### src/rtl/sc_div_seq_pkg.sv
// Shared types, constants and helpers for the stochastic divider sequencer.
// Imported by the sequencer top and its LFSR sub-module.
package sc_div_seq_pkg;

    typedef enum logic [2:0] {
        S_IDLE,
        S_CLEAR,
        S_WARMUP,
        S_RUN,
        S_DONE
    } state_e;

    // x^8+x^6+x^5+x^4+1, Fibonacci form
    localparam logic [7:0] LFSR_TAPS  = 8'hB8;

    localparam logic [7:0] DEF_SEED_A = 8'h01;
    localparam logic [7:0] DEF_SEED_B = 8'h5A;
    localparam logic [7:0] DEF_SEED_C = 8'hA7;

    function automatic int cnt_width(input int len);
        return $clog2(len) + 1;
    endfunction

    function automatic logic [31:0] lfsr_step(
        input logic [31:0] v,
        input int          w
    );
        logic [31:0] mask;
        logic        fb;
        mask = (32'd1 << w) - 32'd1;
        fb   = ^(v & {24'd0, LFSR_TAPS});
        return ((v << 1) | {31'd0, fb}) & mask;
    endfunction

endpackage

### src/rtl/sc_lfsr.sv
// Seeded Fibonacci LFSR; load (seed reload) takes priority over step.
// Never reaches the all-zero state from a nonzero seed.
module sc_lfsr
    import sc_div_seq_pkg::*;
#(
    parameter int               WIDTH = 8,
    parameter logic [WIDTH-1:0] SEED  = WIDTH'(1)
) (
    input  logic             clk,
    input  logic             rst_n,
    input  logic             load,
    input  logic             step,
    output logic [WIDTH-1:0] value
);

    logic [WIDTH-1:0] r_val;
    logic [WIDTH-1:0] w_next;

    assign w_next = WIDTH'(lfsr_step(32'(r_val), WIDTH));

    always_ff @(posedge clk or negedge rst_n) begin
        if (!rst_n) begin
            r_val <= SEED;
        end else if (load) begin
            r_val <= SEED;
        end else if (step) begin
            r_val <= w_next;
        end
    end

    assign value = r_val;

endmodule

### src/rtl/sc_div_sequencer.sv
// Sequences one stochastic division on the shared regenerating SC divider:
// clear, warm-up, counted run, then a binary quotient over valid/ready.
module sc_div_sequencer
    import sc_div_seq_pkg::*;
#(
    parameter int               WIDTH      = 8,
    parameter int               STREAM_LEN = 256,
    parameter int               WARMUP     = 16,
    parameter logic [WIDTH-1:0] SEED_A     = WIDTH'(DEF_SEED_A),
    parameter logic [WIDTH-1:0] SEED_B     = WIDTH'(DEF_SEED_B),
    parameter logic [WIDTH-1:0] SEED_C     = WIDTH'(DEF_SEED_C)
) (
    input  logic             clk,
    input  logic             rst_n,
    input  logic             req_valid,
    output logic             req_ready,
    input  logic [WIDTH-1:0] req_dividend,
    input  logic [WIDTH-1:0] req_divisor,
    input  logic             req_sel,
    input  logic             abort,
    output logic             dp_rst_n,
    output logic [WIDTH-1:0] dp_randnum,
    output logic             dp_sel,
    output logic             dp_dividend,
    output logic             dp_divisor,
    input  logic             dp_quotient,
    output logic             res_valid,
    input  logic             res_ready,
    output logic [WIDTH-1:0] res_quotient,
    output logic             res_div0,
    output logic             res_sat
);

    localparam int CW = cnt_width(STREAM_LEN);
    localparam int PW = $clog2(WARMUP + STREAM_LEN + 1);
    localparam logic [PW-1:0] WARM_LAST = PW'(WARMUP - 1);
    localparam logic [PW-1:0] RUN_LAST  = PW'(STREAM_LEN - 1);

    state_e           r_state;
    state_e           w_state_nxt;
    logic [WIDTH-1:0] r_dividend;
    logic [WIDTH-1:0] r_divisor;
    logic             r_sel;
    logic [PW-1:0]    r_phase;
    logic [CW-1:0]    r_count;
    logic             r_dp_rst_n;
    logic             r_dp_dividend;
    logic             r_dp_divisor;
    logic             r_res_valid;
    logic [WIDTH-1:0] r_res_quotient;
    logic             r_res_div0;
    logic             r_res_sat;

    logic             w_div0;
    logic             w_accept;
    logic             w_load;
    logic             w_step;
    logic             w_cnt_en;
    logic             w_finish;
    logic             w_release;
    logic [WIDTH-1:0] w_lfsr_a;
    logic [WIDTH-1:0] w_lfsr_b;
    logic [WIDTH-1:0] w_lfsr_c;
    logic [WIDTH-1:0] w_nxt_a;
    logic [WIDTH-1:0] w_nxt_b;
    logic [CW-1:0]    w_cnt_nxt;
    logic [WIDTH:0]   w_cnt_ext;

    assign w_div0 = (req_divisor == '0);

    always_comb begin
        w_state_nxt = r_state;
        w_accept    = 1'b0;
        w_load      = 1'b0;
        w_step      = 1'b0;
        w_cnt_en    = 1'b0;
        w_finish    = 1'b0;
        w_release   = 1'b0;
        unique case (r_state)
            S_IDLE: begin
                if (req_valid) begin
                    w_accept    = 1'b1;
                    w_state_nxt = w_div0 ? S_DONE : S_CLEAR;
                end
            end
            S_CLEAR: begin
                if (abort) begin
                    w_state_nxt = S_IDLE;
                end else begin
                    w_load      = 1'b1;
                    w_state_nxt = S_WARMUP;
                end
            end
            S_WARMUP: begin
                if (abort) begin
                    w_state_nxt = S_IDLE;
                end else begin
                    w_step = 1'b1;
                    if (r_phase == WARM_LAST) begin
                        w_state_nxt = S_RUN;
                    end
                end
            end
            S_RUN: begin
                // abort outranks the final counted cycle
                if (abort) begin
                    w_state_nxt = S_IDLE;
                end else begin
                    w_step   = 1'b1;
                    w_cnt_en = 1'b1;
                    if (r_phase == RUN_LAST) begin
                        w_finish    = 1'b1;
                        w_state_nxt = S_DONE;
                    end
                end
            end
            S_DONE: begin
                if (r_res_valid && res_ready) begin
                    w_release   = 1'b1;
                    w_state_nxt = S_IDLE;
                end
            end
            default: begin
                w_state_nxt = S_IDLE;
            end
        endcase
    end

    always_ff @(posedge clk or negedge rst_n) begin
        if (!rst_n) begin
            r_state <= S_IDLE;
        end else begin
            r_state <= w_state_nxt;
        end
    end

    sc_lfsr #(.WIDTH(WIDTH), .SEED(SEED_A)) u_lfsr_a (
        .clk   (clk),
        .rst_n (rst_n),
        .load  (w_load),
        .step  (w_step),
        .value (w_lfsr_a)
    );

    sc_lfsr #(.WIDTH(WIDTH), .SEED(SEED_B)) u_lfsr_b (
        .clk   (clk),
        .rst_n (rst_n),
        .load  (w_load),
        .step  (w_step),
        .value (w_lfsr_b)
    );

    sc_lfsr #(.WIDTH(WIDTH), .SEED(SEED_C)) u_lfsr_c (
        .clk   (clk),
        .rst_n (rst_n),
        .load  (w_load),
        .step  (w_step),
        .value (w_lfsr_c)
    );

    // Compare against the LFSR's next value so each bitstream bit lines up
    // with the randnum presented in the same cycle.
    assign w_nxt_a = WIDTH'(lfsr_step(32'(w_lfsr_a), WIDTH));
    assign w_nxt_b = WIDTH'(lfsr_step(32'(w_lfsr_b), WIDTH));

    assign w_cnt_nxt = r_count + CW'(dp_quotient);
    assign w_cnt_ext = (WIDTH+1)'(w_cnt_nxt);

    always_ff @(posedge clk or negedge rst_n) begin
        if (!rst_n) begin
            r_dividend <= '0;
            r_divisor  <= '0;
            r_sel      <= 1'b0;
        end else if (w_accept) begin
            r_dividend <= req_dividend;
            r_divisor  <= req_divisor;
            r_sel      <= req_sel;
        end
    end

    always_ff @(posedge clk or negedge rst_n) begin
        if (!rst_n) begin
            r_phase <= '0;
            r_count <= '0;
        end else if (w_load) begin
            r_phase <= '0;
            r_count <= '0;
        end else if (w_step) begin
            if (r_state == S_WARMUP && r_phase == WARM_LAST) begin
                r_phase <= '0;
            end else begin
                r_phase <= r_phase + PW'(1);
            end
            if (w_cnt_en) begin
                r_count <= w_cnt_nxt;
            end
        end
    end

    always_ff @(posedge clk or negedge rst_n) begin
        if (!rst_n) begin
            r_dp_rst_n    <= 1'b1;
            r_dp_dividend <= 1'b0;
            r_dp_divisor  <= 1'b0;
        end else begin
            r_dp_rst_n <= (w_state_nxt != S_CLEAR);
            if (w_load) begin
                r_dp_dividend <= (r_dividend >= SEED_A);
                r_dp_divisor  <= (r_divisor >= SEED_B);
            end else if (w_step) begin
                r_dp_dividend <= (r_dividend >= w_nxt_a);
                r_dp_divisor  <= (r_divisor >= w_nxt_b);
            end
        end
    end

    // Divide-by-zero raises res_valid one edge after accept
    always_ff @(posedge clk or negedge rst_n) begin
        if (!rst_n) begin
            r_res_valid    <= 1'b0;
            r_res_quotient <= '0;
            r_res_div0     <= 1'b0;
            r_res_sat      <= 1'b0;
        end else begin
            r_res_valid <= w_finish || (r_state == S_DONE && !w_release);
            if (w_accept && w_div0) begin
                r_res_quotient <= '1;
                r_res_div0     <= 1'b1;
                r_res_sat      <= 1'b0;
            end else if (w_finish) begin
                r_res_quotient <= w_cnt_ext[WIDTH] ? '1 : w_cnt_ext[WIDTH-1:0];
                r_res_div0     <= 1'b0;
                r_res_sat      <= (w_cnt_ext == {1'b1, {WIDTH{1'b0}}});
            end
        end
    end

    assign req_ready    = (r_state == S_IDLE);
    assign dp_rst_n     = r_dp_rst_n;
    assign dp_randnum   = w_lfsr_c;
    assign dp_sel       = r_sel;
    assign dp_dividend  = r_dp_dividend;
    assign dp_divisor   = r_dp_divisor;
    assign res_valid    = r_res_valid;
    assign res_quotient = r_res_quotient;
    assign res_div0     = r_res_div0;
    assign res_sat      = r_res_sat;

endmodule

### config.mk
export PLATFORM = sky130hd
export DESIGN_NAME = sc_div_sequencer
export DESIGN_NICKNAME = d
export VERILOG_FILES = /design/src/rtl/sc_div_seq_pkg.sv /design/src/rtl/sc_lfsr.sv /design/src/rtl/sc_div_sequencer.sv
export SDC_FILE = /design/constraint.sdc
export NUM_CORES = 1
export LEC_CHECK = 0
export BUFFER_PORTS_ARGS = -buffer_cell sky130_fd_sc_hd__clkbuf_2
export CAP_MARGIN = 20
export CORE_MARGIN = 2
export CORE_UTILIZATION = 45
export DETAILED_ROUTE_END_ITERATION = 8
export PLACE_DENSITY = 0.61
export SYNTH_ARGS = -nofsm -noshare
export SYNTH_HDL_FRONTEND = slang
export SYNTH_SLANG_ARGS = --single-unit
export TNS_END_PERCENT = 50
### constraint.sdc
create_clock -name clk -period 4.2 [get_ports clk]
set_input_delay 0.42 -clock clk [delete_from_list [all_inputs] [get_ports clk]]
set_output_delay 0.42 -clock clk [all_outputs]
set_load 0.005 [all_outputs]
==> results of run 1 <==
-- worst max path at each step --
stage	from	to	slack, ns	depth (start not counted)
4_1_cts	r_phase[0]	res_sat	1.79	9
2_1_floorplan	r_phase[0]	res_sat	2.06	9
5_1_grt	r_phase[0]	res_sat	1.56	9
3_3_place_gp	r_phase[0]	res_sat	1.91	9
6_report	r_phase[0]	res_sat	1.79	9
3_5_place_dp	r_phase[0]	res_sat	1.81	9
-- cells by family after synthesis --
| logic type | share of synthesized area (%) |
|---|---|
| flops | 49.93 |
| fa+ha+maj | 6.523 |
| mux | 5.218 |
| buf+inv | 4.012 |
| compound gates | 15.66 |
| xor+xnor | 3.653 |
| simple gates | 15.00 |
-- cells in the mapped netlist, types with 2 or more instances --
cell       count
a22oi_1        4
nor3_2         2
a2bb2oi_2      6
o21ai_0       23
a211oi_1       2
mux2i_1        2
ha_1          20
buf_6          2
nand3_1       10
mux2_2        16
nor3_1         4
xor2_1         6
o31ai_1        3
o22a_1         4
buf_2          3
nor2_1        18
or3_1          3
nand4_1        3
a21o_1         4
nor4_1         4
o22ai_1       10
nand2b_1       7
nand3b_1       2
and2_1         2
or4_1          2
clkbuf_1       9
nand2_1       29
xnor2_1       10
nor4b_1        2
a22o_1         8
dfstp_2       11
and3_1        10
a21oi_1        8
a31oi_1        6
inv_1         19
o22a_2         2
dfrtp_1       65
-- flip-flops by register name (all words and copies together) (netlist names) --
signal and flops:
r_count 9, r_phase 9, r_dividend 8, r_divisor 8, res_quotient 8, u_lfsr_a.value 8
u_lfsr_b.value 8, u_lfsr_c.value 8, r_state 3, dp_dividend 1, dp_divisor 1, dp_rst_n 1
dp_sel 1, res_div0 1, res_sat 1, res_valid 1
-- metal layers --
layer | global-route usage, % | share of wire [%] | vias up
met3 | 2.741 | 3.4 | 10
met5 | 0 | 0 | -
met1 | 24.37 | 47 | 1332
met2 | 29.57 | 48 | 52
li1 | - | - | 1365
met4 | 7.746 | 1.8 | 0
-- placed cells by master, fill, tap and decap left out, types with 3 or more instances in the layout --
cell        n
nand2b_1    7
nor2_1     18
inv_1      19
a21oi_1     8
nand2_1    29
a22oi_1     4
o22a_1      4
xnor2_1    10
clkbuf_2   45
mux2_2     16
o21ai_0    23
clkbuf_8   10
dfstp_2    11
nor4_1      4
dfrtp_1    65
a21o_1      4
ha_1       20
a2bb2oi_2   6
a31oi_1     6
xor2_1      6
o22ai_1    10
a22o_1      8
nor3_1      4
or3_1       3
and3_1     10
o31ai_1     3
nand4_1     3
buf_4       3
nand3_1    10
-- worst reg2reg max path, cell delays in order, from the launching register on --
cell,delay [ns]
dfrtp_1,0.40
ha_1,0.22
and3_1,0.20
and3_1,0.20
and3_1,0.16
ha_1,0.24
nand4_1,0.34
and3b_1,0.36
nand4_1,0.10
o22ai_1,0.12
-- power by group through the flow --
stage | logic, mW | registers (mW) | clock network [mW]
6_report | 0.591 | 1.04 | 0.583
5_1_grt | 0.695 | 1.06 | 0.630
4_1_cts | 0.601 | 1.04 | 0.600
3_5_place_dp | 0.598 | 1.05 | 0
3_3_place_gp | 0.579 | 1.04 | 0
2_1_floorplan | 0.433 | 1.02 | 0
-- area by class of cell --
type / count / area, um^2 / share of cell area [%]
multi-input cells: 242 / 1767 / 40.66
flip-flops and latches: 76 / 1916 / 44.08
well taps: 105 / 131.4 / 3.023
inverters: 20 / 75.07 / 1.728
repair buffers: 48 / 247.7 / 5.701
clock buffers: 10 / 137.6 / 3.167
clock inverters: 6 / 71.32 / 1.641
==> impl_metrics.toml, run 1 <==
[logic_synthesis]
ys_ff_latch = 76
synth_edf_count = 0
async_flop_share_pct = 100.0
ys_seq_area_share_pct = 49.93
netlist_instances = 353
synth_nets = 396
ys_warn_count = 0
synth.largest_area_cell = "dfrtp_1"
yosysUniqueCellTypes = 49
netlist_area_um2 = 3836
synthTopCellsByArea = "dfrtp_1 42%, dfstp_2 7.5%, ha_1 6.5%"
ys.flop_type = "dfrtp_1"
avgSynthCellArea_um2 = 10.87
yosysTopAreaCellShare_pct = 42.40

[clock_tree]
cts.sinks = 76
htree_levels = 3
clk_pin_slew_ns = 0.09
ctsResizeCount = 0
cts_hold_buf = 0
cts_setup_buffers = 0
cts_made_buffers = 9
clk_latency_ns = 0.36
cts_tree = "built"
cts-root-to-sink-buffers = 2
cts_root_buf = "clkbuf_8"

[power_and_ir_drop]
total_power_mw = 2.211
clockPowerShare_pct = 26.4
p_int_mw = 1.505
p_sw_mw = 0.7060
combPwrFrac_pct = 26.7
peakVddDrop_uv = 226.7
powerDensity_nw_per_um2 = 508.7
leakage_nw = 2.028
swShare_pct = 31.94
seqPwrFrac_pct = 46.9

[timing]
max_clock_freq_ghz = 0.4146
finalSetupViolations = 0
period_minus_slack_ns = 2.412
slew_viol_final = 0
timing.hold.ws_ns = 0.1905
slew_headroom_pct = 37.03
tns_ns = 0
worst_slew_pin_slew_ns = 0.9446
setup_ws_ns = 1.788
hold_viol_final = 0
finClkSkew_ns = 0.01648
rsz0062_at_grt = "no"
post-route-period-util_pct = 57.43

[floorplanning]
dieArea_um2 = 9279
fp.coreArea_um2 = 8258
boundaryPins = 47
die_h_um = 96.33
die_w_um = 96.33
start_util_pct = 46.45
rows = 33

[cells_and_area]
antennaDiodeCount = 0
syn_to_final_growth_pct = 13.27
fillers = 760
layout.nets = 440
stdcell_area_um2 = 4345
utilization_pct = 52.62
drive_above_1_share_pct = 26.37
finalNonFillerCells = 507

[worst_setup_path]
reg2regPathDepth = 9
slowest_delay_ns = 0.40
required_ns = 4.49
worstSetupPathType = "reg -> reg"
r2r-end = "res_sat"
worstSetupStartpointType = "register"
path_delay_family = "simple AND/OR/NAND/NOR gates"
worstPathArrival_ns = 2.70
reg2reg_from = "r_phase[0]"
crit_buf_inv = 0
crit_chain = "ha_1 -> and3_1 -> and3_1 -> and3_1 -> ha_1 -> nand4_1 -> and3b_1 -> nand4_1 -> o22ai_1"
cp-end-kind = "register"
timing.critical_path.mode_cell = "and3_1"
critPathSlowestCell = "dfrtp_1"
critPathMaxFanout = 5
regToRegSetupSlack_ns = 1.79

[placed_design]
dp_slack_ns = 1.807
dpl.hpwl_mm = 5.448
place.gp.congestion = 0.7943
placed_cell_area_um2 = 4136
dp.cells = 491
io_buffers = 46

[detailed_routing]
dr.pass1.iters = 4
routedWlPerCell_um = 15.03
wl_mm = 7.620
drtIter0Drc = 115
vias_per_cell = 5.442
final_antenna_net_count = 0
num_vias = 2759
drc = 0

[global_routing]
grt_max_degree = 77
grtUsageTotal_pct = 18.23
antenna_found_initial = 0
grt_overflow = 0
grt_pass1_wl_mm = 12.95
grt_pass1_vias = 2691

[hold_path]
hold_class = "in -> async"

[outcome]
status = "finished clean"

[flow_run]
maxCapViolations = 0
(Power assumes the default switching activity.)
==> inputs of run 2 (changes only) <==
clock period = 2.5 ns   (was 4.2 ns; I/O delays follow)
==> run 2 against run 1 <==
Net effect: critical path depth unchanged; global-route usage decreased by 0.16 points; via count increased by 0.14%; die area unchanged; worst setup slack got worse by 1.4 ns; cell area increased by 0.55%; non-clock buffer count increased by 7; sequential share of layout area decreased by 0.24 points; power increased by 63%; critical endpoint is now res_quotient[0]; largest power group unchanged.
==> impl_metrics.toml, run 2 (synthesis results as in run 1) <==
[placed_design]
dpl.hpwl_mm = 5.413
io_buffers = 46
dp_slack_ns = 0.1347
placed_cell_area_um2 = 4182
place.gp.congestion = 0.7798

[cells_and_area]
layout.nets = 447
syn_to_final_growth_pct = 13.89
stdcell_area_um2 = 4369
reg_top3 = "r_count (9), r_phase (9)"
mostFrequentLayoutCell = "dfrtp_1"
layout_common_cells = "65 x dfrtp_1, 45 x clkbuf_2, 29 x nand2_1, 23 x o21ai_0, 20 x ha_1"
multi_input_comb_area_um2 = 1767
seqCellArea_um2 = 1916
drive_above_1_share_pct = 27.63
antennaDiodeCount = 0
fillers = 770

[clock_tree]
ctsResizeCount = 0
cts_root_buf = "clkbuf_8"
clk_latency_ns = 0.35
cts_tree = "built"
cts_setup_buffers = 0
htree_levels = 3
cts.sinks = 76
cts-root-to-sink-buffers = 2
clk_pin_slew_ns = 0.09
cts_made_buffers = 9
cts_hold_buf = 0

[detailed_routing]
routedWlPerCell_um = 14.72
drc = 0
wl_mm = 7.564
num_vias = 2763
drtIter0Drc = 93
dr.pass1.iters = 4
vias_per_cell = 5.375
final_antenna_net_count = 0

[floorplanning]
rows = 33
start_util_pct = 46.45
boundaryPins = 47
dieArea_um2 = 9279
fp.coreArea_um2 = 8258
die_w_um = 96.33
die_h_um = 96.33

[power_and_ir_drop]
p_sw_mw = 1.186
powerDensity_nw_per_um2 = 824.6
clockPowerShare_pct = 24.0
peakVddDrop_uv = 418.9
leakage_nw = 2.053
p_int_mw = 2.417
combPwrFrac_pct = 28.0
seqPwrFrac_pct = 48.0
swShare_pct = 32.91

[timing]
max_clock_freq_ghz = 0.4672
slew_headroom_pct = 37.14
finClkSkew_ns = 0.01634
setup_ws_ns = 0.3598
hold_viol_final = 0
post-route-period-util_pct = 85.61
period_minus_slack_ns = 2.140
worst_slew_pin_slew_ns = 0.9428
slew_viol_final = 0
tns_ns = 0
rsz0062_at_grt = "no"
finalSetupViolations = 0

[outcome]
status = "finished clean"

[worst_setup_path]
critPathMaxFanout = 9
reg2reg_from = "r_phase[0]"
worstSetupPathType = "reg -> reg"
worstSetupStartpointType = "register"
worstPathArrival_ns = 2.39
cp-end-kind = "register"
required_ns = 2.75
crit_start = "r_phase[0]"

[global_routing]
antenna_found_initial = 0
grt_pass1_wl_mm = 12.92
grtUsageTotal_pct = 18.08
grt_overflow = 0
grt_max_degree = 77
grt_pass1_vias = 2757

[flow_run]
maxCapViolations = 0

[hold_path]
hold_class = "in -> async"
run 2: layout make-up:
class	instances	share of cell area (%)
clock buffer	9	2.835
clock inverter	7	1.289
multi-input combinational	242	40.44
sequential	76	43.84
inverter	20	1.718
tap	105	3.007
timing repair buffer	55	6.873
run 2: power groups by stage:
| stage | clock network, mW | logic [mW] | registers [mW] |
|---|---|---|---|
| floorplan | 0 | 0.727 | 1.71 |
| global placement | 0 | 0.990 | 1.74 |
| detailed placement | 0 | 1.02 | 1.76 |
| CTS | 0.899 | 1.03 | 1.73 |
| global route | 0.944 | 1.17 | 1.77 |
| finish | 0.866 | 1.01 | 1.73 |
run 2: worst max-delay path, cell delays in order, from the launching register on:
cell     delay [ns]
dfrtp_1        0.42
ha_1           0.25
and3_1         0.21
and3_1         0.20
and3_1         0.18
ha_1           0.22
nand4_1        0.10
buf_4          0.16
nand2_8        0.08
o22a_2         0.22
run 2: worst paths after layout:
path / to / slack [ns] / depth (start not counted)
setup / recovery: res_quotient[0] / 0.36 / 9
hold / removal: res_quotient[6] / 0.04 / 1
setup reg to reg: res_quotient[0] / 0.36 / 9
hold reg to reg: r_count[0] / 0.49 / 2
max in group asynchronous: r_divisor[6] / 1.84 / 1
min in group clk: r_dividend[0] / 0.12 / 3
run 2: routing by layer:
layer | wire length, um | track usage (%)
met5 | 0 | 0
met4 | 106 | 7.042
met3 | 192 | 2.819
met2 | 3665 | 29.69
met1 | 3600 | 24.08
run 2: per-stage QoR:
stage	hold slack, ns	utilization, %	total power, mW	instances
after floorplan	-0.04559	-	2.439	353
after global placement	0.4600	50.64	2.733	497
after detailed placement	0.4666	50.64	2.778	497
after CTS	0.07575	52.82	3.660	513
after global routing	0.1101	52.91	3.878	514
final	0.03855	52.91	3.603	514
